$ cat src/rtl/pim_shift_accumulator.sv
// Bit-serial shift-accumulator for PIM crossbar partial sums: MSB plane first,
// shift-adds IN_BITS signed ADC beats into one saturated result on a valid/ready output.
module pim_shift_accumulator #(
  parameter int ADC_P     = 8,
  parameter int IN_BITS   = 8,
  parameter int OUT_W     = 16,
  parameter int SIGNED_IN = 1
) (
  input  logic                       clk,
  input  logic                       rst,
  input  logic                       in_valid,
  output logic                       in_ready,
  input  logic [ADC_P-1:0]           in_data,
  input  logic                       flush,
  output logic [$clog2(IN_BITS)-1:0] plane_idx,
  output logic                       out_valid,
  input  logic                       out_ready,
  output logic [OUT_W-1:0]           out_data
);

  localparam int ACC_W = ADC_P + IN_BITS;
  localparam int PW    = $clog2(IN_BITS);
  localparam int CW    = $clog2(IN_BITS + 1);

  typedef enum logic [1:0] {IDLE, ACCUM, HOLD} state_t;

  state_t                    state_q, state_d;
  logic signed [ACC_W-1:0]   acc_q, acc_d;
  logic [CW-1:0]             cnt_q, cnt_d;
  logic                      out_valid_q, out_valid_d;
  logic [OUT_W-1:0]          out_data_q, out_data_d;

  logic                      accept;
  logic signed [ACC_W-1:0]   beat_ext;
  logic signed [ACC_W-1:0]   first_acc;
  logic signed [ACC_W-1:0]   acc_next;
  logic [OUT_W-1:0]          sat_val;

  assign beat_ext  = ACC_W'($signed(in_data));
  // MSB plane of a two's complement activation carries negative weight
  assign first_acc = (SIGNED_IN != 0) ? -beat_ext : beat_ext;
  assign acc_next  = (acc_q <<< 1) + beat_ext;

  generate
    if (OUT_W < ACC_W) begin : g_sat
      localparam logic signed [ACC_W-1:0] MAXV = {{(ACC_W-OUT_W+1){1'b0}}, {(OUT_W-1){1'b1}}};
      localparam logic signed [ACC_W-1:0] MINV = {{(ACC_W-OUT_W+1){1'b1}}, {(OUT_W-1){1'b0}}};
      assign sat_val = (acc_next > MAXV) ? MAXV[OUT_W-1:0] :
                       (acc_next < MINV) ? MINV[OUT_W-1:0] : acc_next[OUT_W-1:0];
    end else begin : g_ext
      assign sat_val = OUT_W'(acc_next);
    end
  endgenerate

  assign in_ready  = (state_q == HOLD) ? out_ready : 1'b1;
  assign accept    = in_valid && in_ready;
  assign plane_idx = cnt_q[PW-1:0];
  assign out_valid = out_valid_q;
  assign out_data  = out_data_q;

  always_comb begin
    state_d     = state_q;
    acc_d       = acc_q;
    cnt_d       = cnt_q;
    out_valid_d = out_valid_q;
    out_data_d  = out_data_q;
    if (flush) begin
      state_d     = IDLE;
      acc_d       = '0;
      cnt_d       = '0;
      out_valid_d = 1'b0;
    end else begin
      case (state_q)
        IDLE: begin
          if (accept) begin
            acc_d   = first_acc;
            cnt_d   = CW'(1);
            state_d = ACCUM;
          end
        end
        ACCUM: begin
          if (accept) begin
            acc_d = acc_next;
            cnt_d = cnt_q + CW'(1);
            if (cnt_q == CW'(IN_BITS - 1)) begin
              out_data_d  = sat_val;
              out_valid_d = 1'b1;
              cnt_d       = '0;
              state_d     = HOLD;
            end
          end
        end
        HOLD: begin
          // Result handoff and next MSB beat can share a cycle
          if (out_ready) begin
            out_valid_d = 1'b0;
            if (accept) begin
              acc_d   = first_acc;
              cnt_d   = CW'(1);
              state_d = ACCUM;
            end else begin
              state_d = IDLE;
            end
          end
        end
        default: begin
          state_d = IDLE;
          acc_d   = '0;
          cnt_d   = '0;
        end
      endcase
    end
  end

  always_ff @(posedge clk or negedge rst) begin
    if (!rst) begin
      state_q     <= IDLE;
      acc_q       <= '0;
      cnt_q       <= '0;
      out_valid_q <= 1'b0;
      out_data_q  <= '0;
    end else begin
      state_q     <= state_d;
      acc_q       <= acc_d;
      cnt_q       <= cnt_d;
      out_valid_q <= out_valid_d;
      out_data_q  <= out_data_d;
    end
  end

endmodule

$ cat config.mk
export PLATFORM = sky130hd
export DESIGN_NAME = pim_shift_accumulator
export DESIGN_NICKNAME = d
export VERILOG_FILES = /design/src/rtl/pim_shift_accumulator.sv
export SDC_FILE = /design/constraint.sdc
export NUM_CORES = 1
export LEC_CHECK = 0
export BUFFER_PORTS_ARGS = -buffer_cell sky130_fd_sc_hd__buf_4
export CAP_MARGIN = 20
export CORE_MARGIN = 5
export CORE_UTILIZATION = 45
export DETAILED_ROUTE_END_ITERATION = 6
export GPL_TIMING_DRIVEN = 0
export MAX_ROUTING_LAYER = met4
export PLACE_DENSITY_LB_ADDON = 0.25
export SYNTH_ARGS = -nofsm -noshare
export SYNTH_HDL_FRONTEND = slang
export SYNTH_SLANG_ARGS = --single-unit
export TNS_END_PERCENT = 10
$ cat constraint.sdc
create_clock -name clk -period 2.2 [get_ports clk]
set_input_delay 0.11 -clock clk [delete_from_list [all_inputs] [get_ports clk]]
set_output_delay 0.11 -clock clk [all_outputs]
set_load 0.005 [all_outputs]
== Word-level counts from Yosys, hierarchy flattened ==
Index checks and enable logic that the tools add are counted.

* Register bits after elaboration: 39
* Memories kept: 0
* Memory bits (writable): 0
* Latch bits: 0
* Output and inout bits: 21
* Input port bits: 13
* Bits in read-only memories: 0
* Logic and storage cells: 47

* Equality and inequality tests: 7
* Multiplexer cells: 24
* Div/mod/pow operators: 0
* Add/subtract/negate cells: 3
* Multiply operators: 0
* Order comparisons: 0
* Bitwise logic cells: 1
* Shift operators: 0
* Reduce and logical (&&, ||, !) cells: 7

{| class="wikitable"
|+ Operator list
! operator !! count
|-
| $mux 16 || 4
|-
| $pmux 16 s3 || 1
|-
| $mux 4 || 5
|-
| $add 16x8->16 || 1
|-
| $neg 8->16 || 1
|-
| $ne 3x3->1 const B || 4
|-
| $pmux 4 s3 || 1
|-
| $reduce_and 4->1 || 3
|-
| $mux 2 || 5
|-
| $mux 1 || 6
|-
| $pmux 2 s3 || 1
|-
| $add 4x1->4 const B || 1
|-
| $eq 4x3->1 const B || 1
|-
| $reduce_bool 3->1 || 1
|-
| $eq 2x1->1 const B || 1
|-
| $eq 2x2->1 const B || 1
|-
| $logic_not 2->1 || 1
|-
| $pmux 1 s2 || 1
|-
| $reduce_and 2->1 || 1
|-
| $logic_and 1x1->1 || 1
|-
| $not 1->1 || 1
|}

== Longest topological paths before layout ==
* Depth in word-level cells: 7
* Depth in mapped cells: 9
* Depth with buffers taken out: 9

== Least setup slack after synthesis ==
No wires, ideal clock.

* Kind: register to register
* From: reg acc_q[0]
* To: reg out_data_q[13], in the netlist out_data[13]
* Arrival time: 2.061 ns
* Path slack: 0.070 ns
* Cell stages (with the launch flop): 10
* Clock period less this slack: 2.130 ns
* Library setup time: 0.069 ns
* Buffers on the path: 0
* Data required time: 2.131 ns
* Path through: dfrtp_1 -> ha_1 -> inv_1 -> fa_1 -> nor2b_4 -> o2111ai_1 -> a21oi_1 -> nor3b_2 -> or4_1 -> nand3_1

* Word-level cells in the longest chain between the ends: 1

{| class="wikitable"
|+ Ends and longest elaborated chain
! item !! line !! source
|-
| start, declared || 28 || <nowiki>logic signed [ACC_W-1:0] acc_q, acc_d;</nowiki>
|-
| start signal, assigned || 118 || <nowiki>acc_q <= '0;</nowiki>
|-
| start signal, assigned || 124 || <nowiki>acc_q <= acc_d;</nowiki>
|-
| $add 16x8->16 || 42 || <nowiki>assign acc_next = (acc_q <<< 1) + beat_ext;</nowiki>
|-
| end signal, assigned || 127 || <nowiki>out_data_q <= out_data_d;</nowiki>
|-
| end, declared || 31 || <nowiki>logic [OUT_W-1:0] out_data_q, out_data_d;</nowiki>
|}

Every way passes these cells.
A chain may end at the register's enable or synchronous reset.

== Final worst setup path ==
* From: reg acc_q[0]
* To: reg acc_q[9]

* Word-level cells in the longest chain between the ends: 4

{| class="wikitable"
|+ Ends and longest elaborated chain
! item !! line !! source
|-
| $add 16x8->16 || 42 ||
|-
| $mux 16 || 82 || <nowiki>if (accept) begin</nowiki>
|-
| $pmux 16 s3 || 73 || <nowiki>case (state_q)</nowiki>
|-
| $mux 16 || 67 || <nowiki>if (flush) begin</nowiki>
|}

Every way passes these cells. The select of a mux whose other input is x is not followed.

==> results.md <==
* Synthesized instance count at 273
* Largest net degree at the start of global routing at 39
* Fraction of layout cells with a size suffix above 1 at 0.2594
* Top cells by count, synth: nand2_1 (39), dfrtp_1 (38), nor2_1 (19)
* Fmax at 462.0 MHz
* CTS tree: yes
* Post-Place Worst Slack at -0.1680 ns
* #FFs+latches synth at 38
* First-pass GRT wire length at 10.21 mm
* Worst Skew at 0.01021 ns
* Grt ovf at 0
* Unrepaired setup endpoints after global routing: true
* Num CTS Buffers at 5
* CP required at 2.43 ns
* Vias per cell at 5.643
* Final Max Slew Viols at 0
* Initial core utilization at 0.4573
* Vias in the first global route at 2084
* Number of diodes at 0
* Clk pwr share at 0.276
* Nets at 349
* Pin slew with the least headroom to its limit at 0.6677 ns
* Placed cell areas at 0.002825 mm2
* Mapped cell area at 0.002487 mm2
* Yosys top cell by area: dfrtp_1
* Design area at 0.003083 mm2
* Startpoint types: register
* Post-synth top flop: dfrtp_1
* Part of the power in combinational logic at 0.308
* Switch Pwr at 588.5 uW
* CP arrival at 2.40 ns
* Die H at 84.35 um
* Row count at 27
* Buffers on Ports at 33
* Syn-to-layout area delta at 23.94%
* Crit share post-route at 0.9838
* EDFF count, synth at 0
* Syn Nets at 303
* Ranking of synthesized cells by area: dfrtp_1 (38%), ha_1 (8.0%), nand2_1 (5.9%)
* Antenna violations before repair at 0
* CP endpoint kind: register
* Drt first pass iters at 4
* Total power at 1823 uW
* P per Cell Area at 591.2 mW/mm2
* Reg2reg setup slack at 0.04 ns
* Post-Syn Area per Cell at 9.111 um2
* Routed WL per cell at 15.97 um
* Total Routing Usage GR at 0.1824
* Critical Path Fanout Max at 3
* Final setup fails at 0
* Worst-Skew Late Latency at 0.30 ns
* Post-synth ARST share at 1.000
* Sw frac at 0.3229
* Dpl hpwl at 4.450 mm
* Core Box Area at 0.005439 mm2
* Status: finished clean
* Clock sink total at 38
* Cell internal pwr at 1234 uW
* Final Hold Viols at 0
* Min Tclk post-route at 2.164 ns
* Register area share after synthesis at 0.3823
* Routed Antenna Nets at 0
* Ys Warns at 0
* Clock transition at path regs at 0.08 ns
* Die X at 84.35 um
* Slew margin rel. at 0.5532
* Num ports at 34
* Detailed Route Iter0 Violations at 161
* Hold Crit Class: input port to register
* Critical path type: register to register
* Fill count at 491
* Die footprint at 0.007114 mm2
* Max IR drop VDD at 0.0002885 V
* Post-synth top area share at 0.3823
* Count leader, synth: nand2_1
* Vias at 2212
* Clk root buf: clkbuf_8
* Setup ws final at 0.03568 ns
* Post-synth cell types at 53
* Pleak at 0.001497 uW
* Number of remaining DRC errors at 0
* Routed WL at 6.261 mm
* Max H-tree Level at 2
* Sequential share of power at 0.416
* Clock buffer depth at 2
* Maxcap violations at 0
* Placer Congestion at 0.9350
==> power groups by stage <==
| stage | clock network [uW] | registers [uW] | logic, uW |
|---|---|---|---|
| after floorplan | 0 | 763 | 352 |
| after global placement | 0 | 770 | 476 |
| after detailed placement | 0 | 769 | 481 |
| after CTS | 515 | 756 | 512 |
| after global routing | 543 | 763 | 622 |
| final | 503 | 759 | 561 |
==> through the flow <==
| stage | utilization | hold WS, ns | TNS (ns) | instances |
|---|---|---|---|---|
| final | 0.5668 | 0.06471 | 0 | 392 |
| after global routing | 0.5668 | 0.06517 | -0.1938 | 392 |
| after CTS | 0.5498 | 0.06744 | -0.04698 | 391 |
| after detailed placement | 0.5194 | 0.1187 | -0.5571 | 378 |
| after global placement | 0.5194 | 0.1168 | -0.4586 | 378 |
| after floorplan | - | -0.1856 | 0 | 273 |
==> final cells by class <==
class	instances	area, um2	share of cell area
Multi-Input combinational cell	214	1556	0.5049
Sequential cell	38	950.9	0.3084
Timing Repair Buffer	39	295.3	0.09578
Tap cell	72	90.09	0.02922
Clock buffer	7	86.33	0.02800
Buffer	13	68.82	0.02232
Inverter	8	30.03	0.009740
Clock inverter	1	5.005	0.001623
==> routing by layer <==
layer  global-route usage  wire length [um]
met1               0.2465              2855
met4              0.05612                93
met2               0.2776              2940
met3              0.03533               371
met5                    -                 0
==> final timing paths <==
path                       depth (start not counted)               startpoint                        to
min in group asynchronous                          2                      rst      cnt_q[0]$_DFFE_PN0P_
max in group asynchronous                          2                      rst  out_data[15]$_DFFE_PN0P_
min                                                3               in_data[0]      acc_q[0]$_DFFE_PN0P_
min reg2reg                                        2  out_data[7]$_DFFE_PN0P_   out_data[7]$_DFFE_PN0P_
max                                                9     acc_q[0]$_DFFE_PN0P_      acc_q[9]$_DFFE_PN0P_
max reg2reg                                        9     acc_q[0]$_DFFE_PN0P_      acc_q[9]$_DFFE_PN0P_
==> cell usage in the layout (no fill, tap or decap), drive strengths merged, types with 5 or more instances in the layout <==
| cell type | count |
|---|---|
| buf | 47 |
| nand2 | 39 |
| dfrtp | 38 |
| nor2 | 19 |
| o21ai | 17 |
| ha | 16 |
| a21oi | 13 |
| clkbuf | 11 |
| xor2 | 10 |
| inv | 8 |
| nor3 | 8 |
| xnor2 | 8 |
| nand2b | 6 |
| a22o | 6 |
| nand4 | 5 |
| o21a | 5 |
| o22ai | 5 |
| mux2 | 5 |
| nand3 | 5 |
==> sequential cells by signal, summed over array words and instances, names as in the netlist <==
signal and count:
cnt_q 4, acc_q 15, out_data 16, out_valid 1
state_q 2
==> what timing repair did <==
item | in CTS | in global routing
buffers inserted | 4 | 1
gates resized for setup | 7 | 14
endpoints found under the setup margin | 6 | 20
hold buffers | 1 | 0
pin swaps | 6 | 12
hold endpoints to repair | 38 | 0
==> cell families after synthesis <==
group           count (synthesis)  synth area share
simple gates                  102            0.2072
mux                             5           0.02263
xor+xnor                       18           0.06338
flops                          38            0.3823
buf+inv                        21           0.03923
fa+ha+maj                      17           0.08853
compound gates                 72            0.1967
==> worst max-delay path: stages (launching register included) <==
cell and delay, ns:
dfrtp_1 0.35, ha_2 0.18, inv_2 0.04, fa_2 0.38, nor2b_4 0.15, o2111ai_2 0.13
nand2_1 0.14, a31oi_2 0.14, or4b_1 0.48, nand3_1 0.09
No activity file was read; power rests on OpenSTA's default activity.
